--- config.mk ---
export PLATFORM = sky130hd
export DESIGN_NAME = ibi_byte_tx
export DESIGN_NICKNAME = d
export VERILOG_FILES = /design/src/rtl/i3c_pkg.sv /design/src/rtl/ibi_byte_tx.sv
export SDC_FILE = /design/constraint.sdc
export NUM_CORES = 1
export LEC_CHECK = 0
export CAP_MARGIN = 20
export CELL_PAD_IN_SITES_DETAIL_PLACEMENT = 1
export CELL_PAD_IN_SITES_GLOBAL_PLACEMENT = 2
export CORE_ASPECT_RATIO = 1.2
export CORE_UTILIZATION = 35
export CTS_CLUSTER_SIZE = 12
export DETAILED_ROUTE_END_ITERATION = 8
export PLACE_DENSITY_LB_ADDON = 0.05
export SYNTH_ARGS = -nofsm -noshare
export SYNTH_HDL_FRONTEND = slang
export SYNTH_SLANG_ARGS = --single-unit
export TNS_END_PERCENT = 100
--- constraint.sdc ---
create_clock -name clk_i -period 5.6 [get_ports clk_i]
set_input_delay 0.56 -clock clk_i [delete_from_list [all_inputs] [get_ports clk_i]]
set_output_delay 0.56 -clock clk_i [all_outputs]
set_load 0.005 [all_outputs]
--- src/rtl/i3c_pkg.sv ---
// Shared I3C target definitions: T-bit encodings and IBI transmitter state type.
package i3c_pkg;

    localparam logic T_BIT_MORE = 1'b1;
    localparam logic T_BIT_END  = 1'b0;

    localparam int unsigned IBI_BIT_CNT_W = 3;
    localparam int unsigned IBI_CNT_W     = 8;

    typedef enum logic [2:0] {
        IBI_TX_IDLE     = 3'd0,
        IBI_TX_LOAD     = 3'd1,
        IBI_TX_SHIFT    = 3'd2,
        IBI_TX_TDRIVE   = 3'd3,
        IBI_TX_TRELEASE = 3'd4
    } ibi_tx_state_e;

endpackage

--- src/rtl/ibi_byte_tx.sv ---
// IBI payload transmitter: shifts the MDB + data bytes MSB-first onto SDA on
// controller SCL edges, appending a T-bit per byte, with a one-entry prefetch.
module ibi_byte_tx
    import i3c_pkg::*;
#(
    parameter int unsigned IbiFifoWidth = 8
) (
    input  logic                    clk_i,
    input  logic                    rst_i,
    input  logic                    start_i,
    input  logic                    abort_i,
    input  logic                    scl_negedge_i,
    input  logic                    scl_posedge_i,
    input  logic                    sda_i,
    output logic                    sda_o,
    output logic                    sda_oe_o,
    input  logic                    byte_valid_i,
    output logic                    byte_ready_o,
    input  logic [IbiFifoWidth-1:0] byte_i,
    input  logic                    byte_last_i,
    output logic                    byte_err_o,
    output logic                    done_o,
    output logic                    busy_o,
    output logic [IBI_CNT_W-1:0]    bytes_sent_o
);

    if (IbiFifoWidth != 8) begin : g_bad_width
        $error("ibi_byte_tx: IbiFifoWidth must be 8");
    end

    localparam int unsigned MsbIdx = IbiFifoWidth - 1;

    ibi_tx_state_e             state_q, state_d;
    logic [IbiFifoWidth-1:0]   shreg_q, shreg_d;
    logic [IBI_BIT_CNT_W-1:0]  bit_cnt_q, bit_cnt_d;
    logic                      bits_done_q, bits_done_d;
    logic                      last_q, last_d;
    logic [IbiFifoWidth-1:0]   next_q, next_d;
    logic                      next_last_q, next_last_d;
    logic                      next_vld_q, next_vld_d;
    logic                      sda_q, sda_d;
    logic                      oe_q, oe_d;
    logic                      ready_q, ready_d;
    logic                      err_q, err_d;
    logic                      done_q, done_d;
    logic                      busy_q, busy_d;
    logic [IBI_CNT_W-1:0]      bytes_q, bytes_d;

    logic accept;
    logic outstanding;

    assign accept      = byte_valid_i & ready_q;
    // A byte counts as outstanding while it sits in shreg unfinished or in the prefetch slot.
    assign outstanding = (state_q == IBI_TX_SHIFT) || (state_q == IBI_TX_TDRIVE) ||
                         next_vld_q || accept;

    // Next-state, datapath and registered-output logic.
    always_comb begin
        state_d     = state_q;
        shreg_d     = shreg_q;
        bit_cnt_d   = bit_cnt_q;
        bits_done_d = bits_done_q;
        last_d      = last_q;
        next_d      = next_q;
        next_last_d = next_last_q;
        next_vld_d  = next_vld_q;
        sda_d       = sda_q;
        oe_d        = oe_q;
        err_d       = 1'b0;
        done_d      = 1'b0;
        bytes_d     = bytes_q;

        unique case (state_q)
            IBI_TX_IDLE: begin
                sda_d = 1'b1;
                oe_d  = 1'b0;
                if (start_i) begin
                    state_d    = IBI_TX_LOAD;
                    bytes_d    = '0;
                    next_vld_d = 1'b0;
                end
            end

            IBI_TX_LOAD: begin
                if (accept) begin
                    shreg_d     = byte_i;
                    last_d      = byte_last_i;
                    bits_done_d = 1'b0;
                    state_d     = IBI_TX_SHIFT;
                    if (scl_negedge_i) begin
                        sda_d     = byte_i[MsbIdx];
                        oe_d      = 1'b1;
                        bit_cnt_d = IBI_BIT_CNT_W'(6);
                    end else begin
                        bit_cnt_d = IBI_BIT_CNT_W'(7);
                    end
                end else if (scl_negedge_i) begin
                    err_d   = 1'b1;
                    sda_d   = 1'b1;
                    oe_d    = 1'b0;
                    state_d = IBI_TX_IDLE;
                end
            end

            IBI_TX_SHIFT: begin
                if (scl_negedge_i) begin
                    oe_d = 1'b1;
                    if (bits_done_q) begin
                        sda_d       = last_q ? T_BIT_END : T_BIT_MORE;
                        bits_done_d = 1'b0;
                        state_d     = IBI_TX_TDRIVE;
                        if (bytes_q != '1) begin
                            bytes_d = bytes_q + IBI_CNT_W'(1);
                        end
                    end else begin
                        sda_d = shreg_q[bit_cnt_q];
                        if (bit_cnt_q == '0) begin
                            bits_done_d = 1'b1;
                        end else begin
                            bit_cnt_d = bit_cnt_q - IBI_BIT_CNT_W'(1);
                        end
                    end
                end
            end

            IBI_TX_TDRIVE: begin
                if (accept) begin
                    next_d      = byte_i;
                    next_last_d = byte_last_i;
                    next_vld_d  = 1'b1;
                end
                if (scl_posedge_i) begin
                    sda_d = 1'b1;
                    oe_d  = 1'b0;
                    if (last_q) begin
                        done_d  = 1'b1;
                        state_d = IBI_TX_IDLE;
                    end else begin
                        state_d = IBI_TX_TRELEASE;
                    end
                end
            end

            IBI_TX_TRELEASE: begin
                if (scl_negedge_i) begin
                    if (sda_i && next_vld_q) begin
                        shreg_d     = next_q;
                        last_d      = next_last_q;
                        next_vld_d  = 1'b0;
                        sda_d       = next_q[MsbIdx];
                        oe_d        = 1'b1;
                        bit_cnt_d   = IBI_BIT_CNT_W'(6);
                        bits_done_d = 1'b0;
                        state_d     = IBI_TX_SHIFT;
                    end else begin
                        // Controller termination (sda_i low) or nothing prefetched.
                        err_d      = 1'b1;
                        next_vld_d = 1'b0;
                        state_d    = IBI_TX_IDLE;
                    end
                end
            end

            default: begin
                state_d = IBI_TX_IDLE;
                sda_d   = 1'b1;
                oe_d    = 1'b0;
            end
        endcase

        // Bus Sr/P overrides any SCL activity in the same cycle.
        if (abort_i && (state_q != IBI_TX_IDLE)) begin
            state_d     = IBI_TX_IDLE;
            sda_d       = 1'b1;
            oe_d        = 1'b0;
            next_vld_d  = 1'b0;
            bits_done_d = 1'b0;
            bytes_d     = bytes_q;
            done_d      = 1'b0;
            err_d       = outstanding;
        end

        ready_d = (state_d == IBI_TX_LOAD) ||
                  ((state_d == IBI_TX_TDRIVE) && !last_d && !next_vld_d);
        busy_d  = (state_d != IBI_TX_IDLE);
    end

    // State and datapath registers with synchronous reset.
    always_ff @(posedge clk_i) begin
        if (rst_i) begin
            state_q     <= IBI_TX_IDLE;
            shreg_q     <= '0;
            bit_cnt_q   <= '0;
            bits_done_q <= 1'b0;
            last_q      <= 1'b0;
            next_q      <= '0;
            next_last_q <= 1'b0;
            next_vld_q  <= 1'b0;
            sda_q       <= 1'b1;
            oe_q        <= 1'b0;
            ready_q     <= 1'b0;
            err_q       <= 1'b0;
            done_q      <= 1'b0;
            busy_q      <= 1'b0;
            bytes_q     <= '0;
        end else begin
            state_q     <= state_d;
            shreg_q     <= shreg_d;
            bit_cnt_q   <= bit_cnt_d;
            bits_done_q <= bits_done_d;
            last_q      <= last_d;
            next_q      <= next_d;
            next_last_q <= next_last_d;
            next_vld_q  <= next_vld_d;
            sda_q       <= sda_d;
            oe_q        <= oe_d;
            ready_q     <= ready_d;
            err_q       <= err_d;
            done_q      <= done_d;
            busy_q      <= busy_d;
            bytes_q     <= bytes_d;
        end
    end

    // The synchroniser upstream never produces both SCL edges in one cycle.
    a_scl_edges_exclusive: assert property (@(posedge clk_i) disable iff (rst_i)
        !(scl_negedge_i && scl_posedge_i));

    assign sda_o        = sda_q;
    assign sda_oe_o     = oe_q;
    assign byte_ready_o = ready_q;
    assign byte_err_o   = err_q;
    assign done_o       = done_q;
    assign busy_o       = busy_q;
    assign bytes_sent_o = bytes_q;

endmodule

==> impl_metrics.csv <==
group,metric,value,unit
synth,ys_warn_count,0,
die,row_count,31,
die,initial_core_util,36.4,%
critical_path,start_kind,"input pin",
synth,synth_top_area_share,36.1,%
critical_path,rr_endpoint,"bit_cnt_q[2]$_SDFFE_PP0P_",
clock_network,cts_setup_buffers,0,
synth,syn_inst,266,
power_and_ir_drop,pwr-share-comb,11.6,%
die,io_pins,31,
run_status,status,"finished clean",
power_and_ir_drop,switching_share,23.9,%
placement,gp_congestion,0.765,
power_and_ir_drop,power_density,238,nW/um^2
final_layout,fin_util,43.8,%
power_and_ir_drop,p_switching,0.152,mW
timing,slew_viol_final,0,
placement,io_buffers,30,
grt,antenna_found_initial,0,
clock_network,clk_latency,0.29,ns
critical_path,rrSetupSlack,3.25,ns
critical_path,worst_setup_path_end_kind,"register",
timing,finalHoldWorstSlack,0.484,ns
synth,synth.avg_cell_area,8.33,um^2
clock_network,cts_max_level,2,
die,coreArea,6090,um^2
grt,grt_pass1_vias,2001,
power_and_ir_drop,internal_power,0.484,mW
timing,fin_crit,2.37,ns
power_and_ir_drop,ir_worst_vdd,0.101,mV
timing,clock_skew,0.00473,ns
timing,worstMarginPinSlew,0.845,ns
final_layout,final_cell_mix,"dfxtp_1, nor2_1, nand2_1",
final_layout,antenna_cells,0,
synth,async_flop_share,0,%
detailed_routing,dr_total_vias,2003,
timing,hold_viol,0,
final_layout,layoutNonFillerInstCount,372,
power_and_ir_drop,seqPwrFrac,47.2,%
clock_network,clk_pin_slew,0.08,ns
synth,synth.distinct_cells,58,
synth,synth.area.top_cells,"dfxtp_1, nor2_1, nand2_1",
timing,final.period_utilization,42.2,%
detailed_routing,routed_wl,5.98,mm
synth,synth-edff-count,0,
critical_path,rr_worst_depth,5,
final_layout,area_delta_synth_final,20.4,%
grt,grt_max_degree,30,
detailed_routing,wire_per_inst,16.1,um
synth,synthesis.area,2220,um^2
clock_network,cts_buffers,5,
detailed_routing,drc,0,
worst_hold_path,hp-class,"reg -> reg",
detailed_routing,first_pass_iters,4,
clock_network,cts_tree,"built",
clock_network,clock-root-buffer,"clkbuf_8",
final_layout,n_fill_cell,757,
grt,overflow,0,
synth,synth_ff_type,"dfxtp_1",
timing,slew_headroom,43.6,%
placement,dp_hpwl,4.32,mm
synth,yosysTopAreaCell,"dfxtp_1",
critical_path,arrival,2.55,ns
grt,grtUsageTotal,19.9,%
final_layout,final_common_cell,"dfxtp_1",
critical_path,crit_required,5.79,ns
die,die_area,6650,um^2
power_and_ir_drop,power.leakage,0.921,nW
critical_path,path_class,"in -> reg",
worst_hold_path,min_from,"next_q[4]$_SDFFE_PP0P_",
clock_network,holdBufCountCts,0,
power_and_ir_drop,clkPwrFrac,41.2,%
critical_path,worst-path-max-fanout,15,
detailed_routing,antenna_left,0,
timing,rsz0062_at_grt,"no",
placement,numPlacedInstances,364,
clock_network,numClockSinks,40,
synth,yosys_register_bits,40,
die,die_h,89.2,um
grt,grt_pass1_wl,9.93,mm
detailed_routing,drtIter0Drc,48,
final_layout,drive_gt1_share,7.93,%
synth,syn-num-nets,286,
synth,seq_area_frac_synth,36.1,%
timing,report.final.setup_viol,0,
timing,max_clock_freq,0.423,GHz
clock_network,clock_path_buffers,2,
worst_hold_path,hold_end,"shreg_q[4]$_SDFFE_PP0P_",
run,drv_cap,0,
critical_path,timing.rr.start,"state_q[1]$_SDFF_PP0_",
timing,final.setup.tns,0,ns
clock_network,ctsResizeCount,0,
die,die_w,74.6,um
final_layout,layout.nets,309,
detailed_routing,via_per_inst,5.38,
worst_hold_path,min_path_cells,2,
-- worst max-delay path by stage --
stage | endpoint | start | slack (ns) | cells after the start
floorplan | sda_o$_SDFFE_PP1P_ | scl_negedge_i | 3.78 | 4
global placement | bytes_sent_o[4]$_SDFFE_PP0P_ | scl_negedge_i | 2.95 | 6
detailed placement | bytes_sent_o[4]$_SDFFE_PP0P_ | scl_negedge_i | 2.91 | 6
CTS | bytes_sent_o[4]$_SDFFE_PP0P_ | scl_negedge_i | 3.24 | 6
global route | byte_ready_o$_SDFF_PP0_ | scl_negedge_i | 3.03 | 6
finish | bytes_sent_o[4]$_SDFFE_PP0P_ | scl_negedge_i | 3.23 | 6
-- cell usage after synthesis, drive strengths merged (3+ instances only) --
| library cell | instances |
|---|---|
| nor3b | 3 |
| a211oi | 3 |
| dfxtp | 40 |
| ha | 3 |
| or3b | 3 |
| nand2 | 33 |
| o311ai | 3 |
| mux2i | 11 |
| nor2b | 4 |
| nor3 | 6 |
| a311oi | 10 |
| nor4 | 3 |
| clkbuf | 6 |
| a21oi | 12 |
| or2 | 4 |
| buf | 10 |
| nor2 | 36 |
| nand2b | 6 |
| o21ai | 12 |
| nand3 | 8 |
| inv | 10 |
-- flip-flops by register name, indices dropped and copies added (netlist names) --
| name | count |
|---|---|
| bit_cnt_q | 3 |
| bytes_sent_o | 8 |
| byte_err_o | 1 |
| next_last_q | 1 |
| done_o | 1 |
| next_vld_q | 1 |
| last_q | 1 |
| sda_oe_o | 1 |
| bits_done_q | 1 |
| shreg_q | 8 |
| byte_ready_o | 1 |
| next_q | 8 |
| busy_o | 1 |
| sda_o | 1 |
| state_q | 3 |
-- layer usage --
| metal | vias up | GRT usage (%) | part of all wire [%] |
|---|---|---|---|
| met1 | 968 | 24.1 | 46 |
| met2 | 29 | 35.3 | 50 |
| met5 | - | 0 | 0 |
| li1 | 997 | - | - |
| met4 | 0 | 6.17 | 1.5 |
| met3 | 9 | 3.83 | 2.5 |
-- worst max-delay path: stages --
cell             delay (ns)
clkdlybuf4s50_1        0.79
nand3b_1               0.16
a211oi_1               0.27
nand2b_1               0.23
o211a_1                0.27
or2_2                  0.28
-- power by group through the flow --
stage,combinational (mW),sequential (mW),clock [mW]
floorplan,0.0479,0.302,0
global placement,0.0743,0.307,0
detailed placement,0.0744,0.307,0
CTS,0.0748,0.301,0.271
global route,0.0822,0.302,0.284
finish,0.0735,0.300,0.262
-- stage by stage --
stage / worst slack [ns] / cell area, um^2 / power [mW]
2_1_floorplan: 3.78 / 2220 / 0.350
3_3_place_gp: 2.95 / 2540 / 0.382
3_5_place_dp: 2.91 / 2540 / 0.381
4_1_cts: 3.24 / 2670 / 0.646
5_1_grt: 3.03 / 2670 / 0.668
6_report: 3.23 / 2670 / 0.635
-- cells by family (layout without fill, tap and decap cells) --
| group | count (synthesis) | after routing | share of synthesized area [%] |
|---|---|---|---|
| flip-flops | 40 | 40 | 36.1 |
| XOR/XNOR | 3 | 3 | 1.19 |
| AND/OR/NAND/NOR | 120 | 120 | 27.0 |
| AO/OA/AOI/OAI | 59 | 59 | 20.1 |
| multiplexers | 14 | 14 | 7.51 |
| adder cells (fa/ha/maj) | 4 | 4 | 2.15 |
| buffers and inverters | 26 | 50 | 5.87 |
-- final cells by class --
type | count | area [um^2] | area share [%]
clock buffer | 7 | 96.3 | 3.61
clock inverter | 1 | 30.0 | 1.13
inverter | 10 | 37.5 | 1.41
multi-input combinational | 200 | 1280 | 48.2
sequential | 40 | 801 | 30.0
tap | 82 | 103 | 3.85
timing repair buffer | 32 | 315 | 11.8
(Power assumes the default switching activity.)
